$ cat src/rtl/mem_ctrl_pkg.sv
// Shared definitions for the two-port round-robin memory controller.
//   ADDR_W / DATA_W : default word-address and data widths (16 x 32 memory)
//   NUM_PORTS       : number of requesters sharing the memory
//   state_e         : controller FSM state encoding
package mem_ctrl_pkg;

    localparam int ADDR_W    = 4;
    localparam int DATA_W    = 32;
    localparam int NUM_PORTS = 2;

    typedef enum logic [1:0] {
        S_IDLE    = 2'd0,
        S_ACCESS  = 2'd1,
        S_RD_WAIT = 2'd2
    } state_e;

endpackage

$ cat src/rtl/mem_rr_ctrl_if.sv
// Request/response bundle between the requesters and mem_rr_ctrl.
//   req_valid/req_we/req_addr/req_wdata : per-port request (master drives)
//   req_ready                           : per-port accept strobe (slave drives)
//   rsp_valid                           : per-port completion pulse (slave drives)
//   rsp_rdata                           : shared read-data return (slave drives)
interface mem_rr_ctrl_if #(
    parameter int ADDR_W    = mem_ctrl_pkg::ADDR_W,
    parameter int DATA_W    = mem_ctrl_pkg::DATA_W,
    parameter int NUM_PORTS = mem_ctrl_pkg::NUM_PORTS
);
    import mem_ctrl_pkg::*;

    logic [NUM_PORTS-1:0]             req_valid;
    logic [NUM_PORTS-1:0]             req_ready;
    logic [NUM_PORTS-1:0]             req_we;
    logic [NUM_PORTS-1:0][ADDR_W-1:0] req_addr;
    logic [NUM_PORTS-1:0][DATA_W-1:0] req_wdata;
    logic [NUM_PORTS-1:0]             rsp_valid;
    logic [DATA_W-1:0]                rsp_rdata;

    modport master (
        output req_valid, req_we, req_addr, req_wdata,
        input  req_ready, rsp_valid, rsp_rdata
    );

    modport slave (
        input  req_valid, req_we, req_addr, req_wdata,
        output req_ready, rsp_valid, rsp_rdata
    );

endinterface

$ cat src/rtl/rr_arbiter_2.sv
// Two-way round-robin arbiter.
//   clk, rst : clock and asynchronous active-high reset
//   req      : request vector (already gated by the caller when it cannot accept)
//   accept   : the granted request was taken this cycle; advances the pointer
//   grant    : one-hot combinational grant, zero when nothing is requested
module rr_arbiter_2
    import mem_ctrl_pkg::*;
(
    input  logic                 clk,
    input  logic                 rst,
    input  logic [NUM_PORTS-1:0] req,
    input  logic                 accept,
    output logic [NUM_PORTS-1:0] grant
);

    // 1 = port 1 was granted most recently; reset value makes port 0 win the first tie
    logic last_grant;

    always_comb begin
        grant = '0;
        case (req)
            2'b01:   grant = 2'b01;
            2'b10:   grant = 2'b10;
            2'b11:   grant = last_grant ? 2'b01 : 2'b10;
            default: grant = '0;
        endcase
    end

    always_ff @(posedge clk or posedge rst) begin
        if (rst) begin
            last_grant <= 1'b1;
        end else if (accept) begin
            last_grant <= grant[1];
        end
    end

endmodule

$ cat src/rtl/mem_rr_ctrl.sv
// Round-robin controller sharing one synchronous single-port memory between two
// requesters. One operation in flight at a time.
//   clk, rst          : clock and asynchronous active-high reset
//   bus (slave)       : request/response bundle, see mem_rr_ctrl_if
//   mem_d_in/mem_addr : write data and word address to the memory
//   mem_en_wr/rd      : one-cycle write / read strobes
//   mem_d_out         : memory read data, valid the cycle after mem_en_rd
//   busy              : controller not idle
//
//   state     | meaning
//   ----------+---------------------------------------------------------
//   S_IDLE    | waiting; arbiter may grant and accept one request
//   S_ACCESS  | memory strobe for the latched op is driven this cycle
//   S_RD_WAIT | memory returns read data; captured into rsp_rdata
module mem_rr_ctrl #(
    parameter int ADDR_W = mem_ctrl_pkg::ADDR_W,
    parameter int DATA_W = mem_ctrl_pkg::DATA_W
) (
    input  logic              clk,
    input  logic              rst,
    mem_rr_ctrl_if.slave      bus,
    output logic [DATA_W-1:0] mem_d_in,
    output logic [ADDR_W-1:0] mem_addr,
    output logic              mem_en_wr,
    output logic              mem_en_rd,
    input  logic [DATA_W-1:0] mem_d_out,
    output logic              busy
);
    import mem_ctrl_pkg::*;

    state_e                 state;
    logic                   idle;
    logic [NUM_PORTS-1:0]   arb_req;
    logic [NUM_PORTS-1:0]   grant;
    logic                   accept;
    logic                   sel;

    logic                   op_we;
    logic                   op_port;
    logic [ADDR_W-1:0]      op_addr;
    logic [DATA_W-1:0]      op_wdata;
    logic [NUM_PORTS-1:0]   op_onehot;

    assign idle    = (state == S_IDLE);
    // Only offer requests to the arbiter when a new op can actually be taken.
    assign arb_req = idle ? bus.req_valid : '0;
    assign accept  = |(bus.req_valid & grant);
    assign sel     = grant[1];

    rr_arbiter_2 u_arb (
        .clk    (clk),
        .rst    (rst),
        .req    (arb_req),
        .accept (accept),
        .grant  (grant)
    );

    assign bus.req_ready = grant;

    always_comb begin
        op_onehot          = '0;
        op_onehot[op_port] = 1'b1;
    end

    always_ff @(posedge clk or posedge rst) begin
        if (rst) begin
            state         <= S_IDLE;
            op_we         <= 1'b0;
            op_port       <= 1'b0;
            op_addr       <= '0;
            op_wdata      <= '0;
            bus.rsp_valid <= '0;
            bus.rsp_rdata <= '0;
        end else begin
            bus.rsp_valid <= '0;
            case (state)
                S_IDLE: begin
                    if (accept) begin
                        state    <= S_ACCESS;
                        op_we    <= bus.req_we[sel];
                        op_port  <= sel;
                        op_addr  <= bus.req_addr[sel];
                        op_wdata <= bus.req_wdata[sel];
                    end
                end
                S_ACCESS: begin
                    if (op_we) begin
                        state         <= S_IDLE;
                        bus.rsp_valid <= op_onehot;
                    end else begin
                        state <= S_RD_WAIT;
                    end
                end
                S_RD_WAIT: begin
                    state         <= S_IDLE;
                    bus.rsp_valid <= op_onehot;
                    bus.rsp_rdata <= mem_d_out;
                end
                default: state <= S_IDLE;
            endcase
        end
    end

    assign mem_addr  = op_addr;
    assign mem_d_in  = op_wdata;
    assign mem_en_wr = (state == S_ACCESS) &&  op_we;
    assign mem_en_rd = (state == S_ACCESS) && !op_we;
    assign busy      = !idle;

endmodule

$ cat src/flat_wrapper.sv
// flat-port wrapper written by rule: the top's interface ports become plain ports
module mem_rr_ctrl_flat import mem_ctrl_pkg::*;
#(
    parameter int ADDR_W = mem_ctrl_pkg::ADDR_W,
    parameter int DATA_W = mem_ctrl_pkg::DATA_W
)
  (clk, rst, mem_d_in, mem_addr, mem_en_wr, mem_en_rd, mem_d_out, busy, bus_req_valid, bus_req_we, bus_req_addr, bus_req_wdata, bus_req_ready, bus_rsp_valid, bus_rsp_rdata);
  mem_rr_ctrl_if #(.ADDR_W(ADDR_W), .DATA_W(DATA_W)) bus_i ();
  input  logic clk;
  input  logic rst;
  output logic [DATA_W-1:0] mem_d_in;
  output logic [ADDR_W-1:0] mem_addr;
  output logic mem_en_wr;
  output logic mem_en_rd;
  input  logic [DATA_W-1:0] mem_d_out;
  output logic busy;
  input wire logic [$bits(bus_i.req_valid)-1:0] bus_req_valid;
  input wire logic [$bits(bus_i.req_we)-1:0] bus_req_we;
  input wire logic [$bits(bus_i.req_addr)-1:0] bus_req_addr;
  input wire logic [$bits(bus_i.req_wdata)-1:0] bus_req_wdata;
  output wire logic [$bits(bus_i.req_ready)-1:0] bus_req_ready;
  output wire logic [$bits(bus_i.rsp_valid)-1:0] bus_rsp_valid;
  output wire logic [$bits(bus_i.rsp_rdata)-1:0] bus_rsp_rdata;
  assign bus_i.req_valid = bus_req_valid;
  assign bus_i.req_we = bus_req_we;
  assign bus_i.req_addr = bus_req_addr;
  assign bus_i.req_wdata = bus_req_wdata;
  assign bus_req_ready = bus_i.req_ready;
  assign bus_rsp_valid = bus_i.rsp_valid;
  assign bus_rsp_rdata = bus_i.rsp_rdata;
  mem_rr_ctrl #(.ADDR_W(ADDR_W), .DATA_W(DATA_W)) u_core (.clk(clk), .rst(rst), .bus(bus_i), .mem_d_in(mem_d_in), .mem_addr(mem_addr), .mem_en_wr(mem_en_wr), .mem_en_rd(mem_en_rd), .mem_d_out(mem_d_out), .busy(busy));
endmodule
$ cat config.mk
export PLATFORM = sky130hd
export DESIGN_NAME = mem_rr_ctrl_flat
export DESIGN_NICKNAME = d
export VERILOG_FILES = /design/src/rtl/mem_ctrl_pkg.sv /design/src/rtl/mem_rr_ctrl_if.sv /design/src/rtl/rr_arbiter_2.sv /design/src/rtl/mem_rr_ctrl.sv /design/src/flat_wrapper.sv
export SDC_FILE = /design/constraint.sdc
export NUM_CORES = 1
export LEC_CHECK = 0
export ABC_AREA = 1
export BUFFER_PORTS_ARGS = -buffer_cell sky130_fd_sc_hd__buf_2
export CAP_MARGIN = 20
export CORE_MARGIN = 3
export CORE_UTILIZATION = 45
export DETAILED_ROUTE_END_ITERATION = 10
export GPL_TIMING_DRIVEN = 1
export PLACE_DENSITY = 0.8
export SLEW_MARGIN = 20
export SYNTH_ARGS = -nofsm -noshare
export SYNTH_HDL_FRONTEND = slang
export SYNTH_HIERARCHICAL = 1
export SYNTH_SLANG_ARGS = --single-unit
$ cat constraint.sdc
create_clock -name clk -period 2.9 [get_ports clk]
set_clock_uncertainty 0.1 [all_clocks]
set_input_delay 0.29 -clock clk [delete_from_list [all_inputs] [get_ports clk]]
set_output_delay 0.29 -clock clk [all_outputs]
set_load 0.01 [all_outputs]
==> results.cfg, run 1 <==
[detailed_routing]
highest_layer = met4
dr_wl_met3_um = 605
route.detailed.drc = 0
vias = 3479
wl_per_cell_um = 12.3
vias_per_cell = 4.65
first_pass_iters = 4
drt_iter0_drc = 138
wl_um = 9230
ant_nets = 0
drt-met1-wl_um = 3790
met2_length_um = 4750

[floorplanning]
die_h_um = 94.0
die_w_um = 94.0
start_util = 0.473
die-area_um2 = 8840
coreArea_um2 = 7370
ios = 185
rows = 31

[cts]
clockBufferDepth = 2
postCtsHoldBufs = 1
clk_pin_slew_ns = 0.08
cts_tree = yes
htreeDepth = 3
post_cts_resized = 0
postCtsSetupBuffers = 0
cts_buffers = 9
root_buffer = clkbuf_8
clkSinkCount = 75
clk_latency_ns = 0.32

[power]
peakVddDrop_mv = 0.488
leakagePower_nw = 2.91
power_density_nw_per_um2 = 1000

[sta]
drv_slew = 0
worst_slack_ns = 0.422
post-route-period-util = 0.854
rsz0062_at_grt = false
max_slew_margin = 0.350
report.final.hold_viol_count = 0
max_freq_mhz = 404
worstMarginPinSlew_ns = 0.974
finalSetupViolations = 0
tns_ns = 0
min_period_ns = 2.48

[min_path]
hp-class = input port to register
min_path_cells = 3

[yosys]
yosys.area.top_type = dfrtp_1
synth-seq-area-share = 0.539
synth_warnings = 6
syn_area_um2 = 3490
postSynthAreaPerCell_um2 = 7.48
synth_top_cell_area_share = 0.531
syn_inst = 466
syn_nets = 580
synth.distinct_cells = 16
synthTopCellsByArea = dfrtp_1, nand2_1, nand3_1
ys_seq_elements = 75

[flow_run]
timing.max_cap.violations = 0

[critical_path]
critPathKind = register to output pin
cp.required_ns = 2.51
path_max_fanout = 22
cpPeakStageDelay_ns = 0.41
crit_family = buffers and inverters
crit_path_cell_trace = inv_1, ha_1, buf_4, nand2_1, inv_1, and2_1, buf_4, buf_2
cp.depth = 8
endpoint_kind = output pin
crit_slowest_cell = dfrtp_1
start_kind = register
crit_buf_inv = 5
r2r_cells = 12
crit_arrival_ns = 2.09

[final_layout]
most-common-layout-cells = nand2_1, buf_2, dfrtp_1
fin_cells = 748
area_growth_pct = 34.1
nFillCells = 690
n_antenna_cell = 0
mostFrequentLayoutCell = nand2_1
final_area_um2 = 4670
nets = 758
drive_gt1_frac = 0.327

[run_status]
status = complete, no violations

[placement]
place.gp.congestion = 0.777
numPortBuffers = 184
pre_cts_slack_ns = 0.479
hpwl_um = 6860
place_area_um2 = 4470
dp.cells = 731

[global_route]
first_global_vias = 3334
grt_overflow = 0
grt_use_total = 0.210
grt_max_degree = 39
grt_pass1_wl_um = 14900
antenna_found_initial = 0
## worst paths after layout
check,start,slack (ns),end
worst max register to register,u_core/state[0]$_DFFE_PP0P_,0.46,u_core/op_we$_DFFE_PP0P_
worst max-delay path,u_core/state[0]$_DFFE_PP0P_,0.42,bus_req_ready[1]
min in group asynchronous,rst,0.45,u_core/u_arb/last_grant$_DFFE_PP1P_
worst min-delay path,mem_d_out[20],0.05,u_core/bus.rsp_rdata[20]$_DFFE_PP0N_
worst min register to register,u_core/op_port$_DFFE_PP0P_,0.37,u_core/bus.rsp_valid[0]$_DFF_PP0_
max in group asynchronous,rst,1.45,u_core/mem_d_in[23]$_DFFE_PP0P_
## flip-flops by register name, summed over array words and instances, names as in the netlist
register and flops:
u_core/bus.rsp_rdata 32, u_core/bus.rsp_valid 2, u_core/mem_addr 4, u_core/mem_d_in 32
u_core/op_port 1, u_core/op_we 1, u_core/state 2, u_core/u_arb/last_grant 1
## power breakdown
group	internal, W	leakage (nW)	switching (W)
combinational	0.000793	1.88	0.00133
clock	0.000403	0.0901	0.000371
sequential	0.00153	0.939	0.000259
total	0.00273	2.91	0.00196
## layout make-up
class,count,area (µm²),share of cell area
multi-input cells,350,1420,0.303
inverters,14,52.6,0.0112
well taps,99,124,0.0265
repair buffers,194,1010,0.216
clock inverters,5,62.6,0.0134
flip-flops and latches,75,1880,0.402
clock buffers,11,131,0.0281
## kinds of logic after synthesis
| logic type | synth area share |
|---|---|
| buf+inv | 0.0556 |
| compound gates | 0.00215 |
| fa+ha+maj | 0.0144 |
| simple gates | 0.389 |
| flops | 0.539 |
## synthesized netlist by cell type
library cell    n
inv_2           1
dfrtp_1        74
dfstp_2         1
buf_2           8
a21boi_1        1
nand2_2         2
ha_1            4
buf_4           4
inv_1          13
nand3_1        40
nand4_1         2
nor2_1          3
nand2_1       297
buf_6           2
clkbuf_1       13
and2_1          1
## metal layers
metal,up-vias,global-route usage
met5,-,0
li1,1772,-
met2,131,0.361
met3,8,0.0361
met1,1568,0.262
met4,0,0.0878
## stage by stage
| stage | hold slack, ns | power, W | utilization |
|---|---|---|---|
| final | 0.0538 | 0.00468 | 0.634 |
| after global routing | 0.0410 | 0.00511 | 0.634 |
| after CTS | 0.0335 | 0.00475 | 0.634 |
| after detailed placement | 0.223 | 0.00395 | 0.607 |
| after global placement | 0.218 | 0.00388 | 0.607 |
| after floorplan | 0.0797 | 0.00311 | - |
## worst reg2reg max path, cell delays in order, from the launching register on
cell	delay, ns
dfrtp_1	0.39
inv_1	0.10
ha_1	0.24
buf_4	0.21
nand2_1	0.07
inv_1	0.05
and2_1	0.19
buf_4	0.22
inv_2	0.46
nand2_1	0.13
nand2_1	0.10
nand3_1	0.07
nand2_1	0.07
No activity file was read; power rests on OpenSTA's default activity.
==> run 2, diff against run 1 <==
Settings changed: CORE_UTILIZATION 45 to 49, PLACE_DENSITY 0.8 to 0.86.
Clock period 2.9 ns to 3.1 ns, I/O delays scaled along.
==> results.cfg, run 2 (synthesized netlist as in run 1, its figures left out) <==
[run_status]
status = complete, no violations

[cts]
postCtsSetupBuffers = 0
htreeDepth = 3
clk_pin_slew_ns = 0.08
cts_buffers = 9
clk_latency_ns = 0.33
clockBufferDepth = 2
clkSinkCount = 75
cts_tree = yes
root_buffer = clkbuf_8

[detailed_routing]
met2_length_um = 4710
vias_per_cell = 4.80
drt-met1-wl_um = 3810
drt_iter0_drc = 152
dr_wl_met3_um = 543
route.detailed.drc = 0
vias = 3570
wl_per_cell_um = 12.5
wl_um = 9260
ant_nets = 0
first_pass_iters = 5
highest_layer = met4

[placement]
numPortBuffers = 184
place.gp.congestion = 0.874
hpwl_um = 6860
dp.cells = 726

[sta]
drv_slew = 0
max_freq_mhz = 360
post-route-period-util = 0.895
rsz0062_at_grt = false
min_period_ns = 2.77
report.final.hold_viol_count = 0
finalSetupViolations = 0
max_slew_margin = 0.356
worstMarginPinSlew_ns = 0.966
tns_ns = 0

[flow_run]
timing.max_cap.violations = 0

[power]
combinationalPowerShare = 0.447
switching_share = 0.414
pwr-share-seq = 0.379
peakVddDrop_mv = 0.376
pwr-share-clk = 0.174
p_int_w = 0.00260
leakagePower_nw = 2.92
switchingPower_w = 0.00184
power_density_nw_per_um2 = 949

[final_layout]
area_growth_pct = 34.1
nets = 756
n_antenna_cell = 0
most-common-layout-cells = nand2_1, buf_2, dfrtp_1
fin_cells = 743
drive_gt1_frac = 0.328
nFillCells = 587
mostFrequentLayoutCell = nand2_1

[critical_path]
cp.required_ns = 2.69
path_max_fanout = 38
endpoint_kind = output pin
critPathKind = register to output pin
start_kind = register
crit_arrival_ns = 2.36

[global_route]
grt_pass1_wl_um = 15600
first_global_vias = 3508
grt_max_degree = 41
grt_use_total = 0.231
antenna_found_initial = 0
grt_overflow = 0

[min_path]
hp-class = input port to register

[floorplanning]
die_h_um = 90.4
start_util = 0.510
rows = 30
ios = 185
die_w_um = 90.4
coreArea_um2 = 6830
die-area_um2 = 8160
-- run 2: changes by cell type in the layout (fill, tap and decap cells not counted), sizes merged --
| cell | previous run | this run |
|---|---|---|
| buf | 193 | 191 |
| clkbuf | 11 | 12 |
| clkinv | 1 | 2 |
| clkinvlp | 2 | 1 |
| inv | 15 | 14 |
-- run 2: per-stage QoR --
step           worst slack (ns)  total power (W)   util  instance area (µm²)  hold WS [ns]
2_1_floorplan             0.622          0.00291      -                 3490        0.0997
3_3_place_gp              0.770          0.00360  0.652                 4450         0.233
3_5_place_dp              0.602          0.00369  0.652                 4450         0.233
4_1_cts                   0.299          0.00447  0.684                 4670        0.0614
5_1_grt                  0.0419          0.00480  0.684                 4670        0.0619
6_report                  0.326          0.00444  0.684                 4670        0.0739
-- run 2: repair_timing --
item,CTS,global route
hold buffers,1,0
gates resized for setup,0,0
endpoints found under the hold margin,1,0
-- run 2: area by class of cell --
class | instances | area [µm²] | share of cell area
multi-input combinational | 350 | 1420 | 0.303
sequential | 75 | 1880 | 0.402
tap | 96 | 120 | 0.0257
inverter | 14 | 52.6 | 0.0112
timing repair buffer | 192 | 996 | 0.213
clock inverter | 4 | 47.5 | 0.0102
clock buffer | 12 | 165 | 0.0353
-- run 2: power groups by stage --
stage	combinational (W)	clock [W]	sequential [W]
after CTS	0.00200	0.000789	0.00168
after detailed placement	0.00200	0	0.00169
after global placement	0.00191	0	0.00168
after global routing	0.00223	0.000828	0.00174
final	0.00198	0.000772	0.00168
after floorplan	0.00104	0	0.00187
-- run 2: metal layers --
metal | vias up | GRT usage
met5 | - | 0
met4 | 0 | 0.107
met3 | 14 | 0.0375
met2 | 149 | 0.404
met1 | 1639 | 0.278
li1 | 1768 | -
-- run 2: path summary, 6_finish.rpt --
| path | startpoint | endpoint | slack [ns] | cells after the start |
|---|---|---|---|---|
| worst min-delay path | mem_d_out[15] | u_core/bus.rsp_rdata[15]$_DFFE_PP0N_ | 0.07 | 3 |
| max in group asynchronous | rst | u_core/mem_d_in[22]$_DFFE_PP0P_ | 1.65 | 4 |
| worst max-delay path | u_core/state[0]$_DFFE_PP0P_ | bus_req_ready[1] | 0.33 | 7 |
| worst min register to register | u_core/op_port$_DFFE_PP0P_ | u_core/bus.rsp_valid[0]$_DFF_PP0_ | 0.37 | 1 |
| worst max register to register | u_core/state[0]$_DFFE_PP0P_ | u_core/mem_d_in[3]$_DFFE_PP0P_ | 0.51 | 12 |
| min in group asynchronous | rst | u_core/u_arb/last_grant$_DFFE_PP1P_ | 0.44 | 3 |
-- run 2: critical path: stages (launching register included) --
cell	delay, ns
dfrtp_1	0.40
inv_1	0.12
ha_1	0.49
nand2_1	0.11
inv_1	0.11
and2_1	0.22
buf_4	0.36
buf_2	0.20
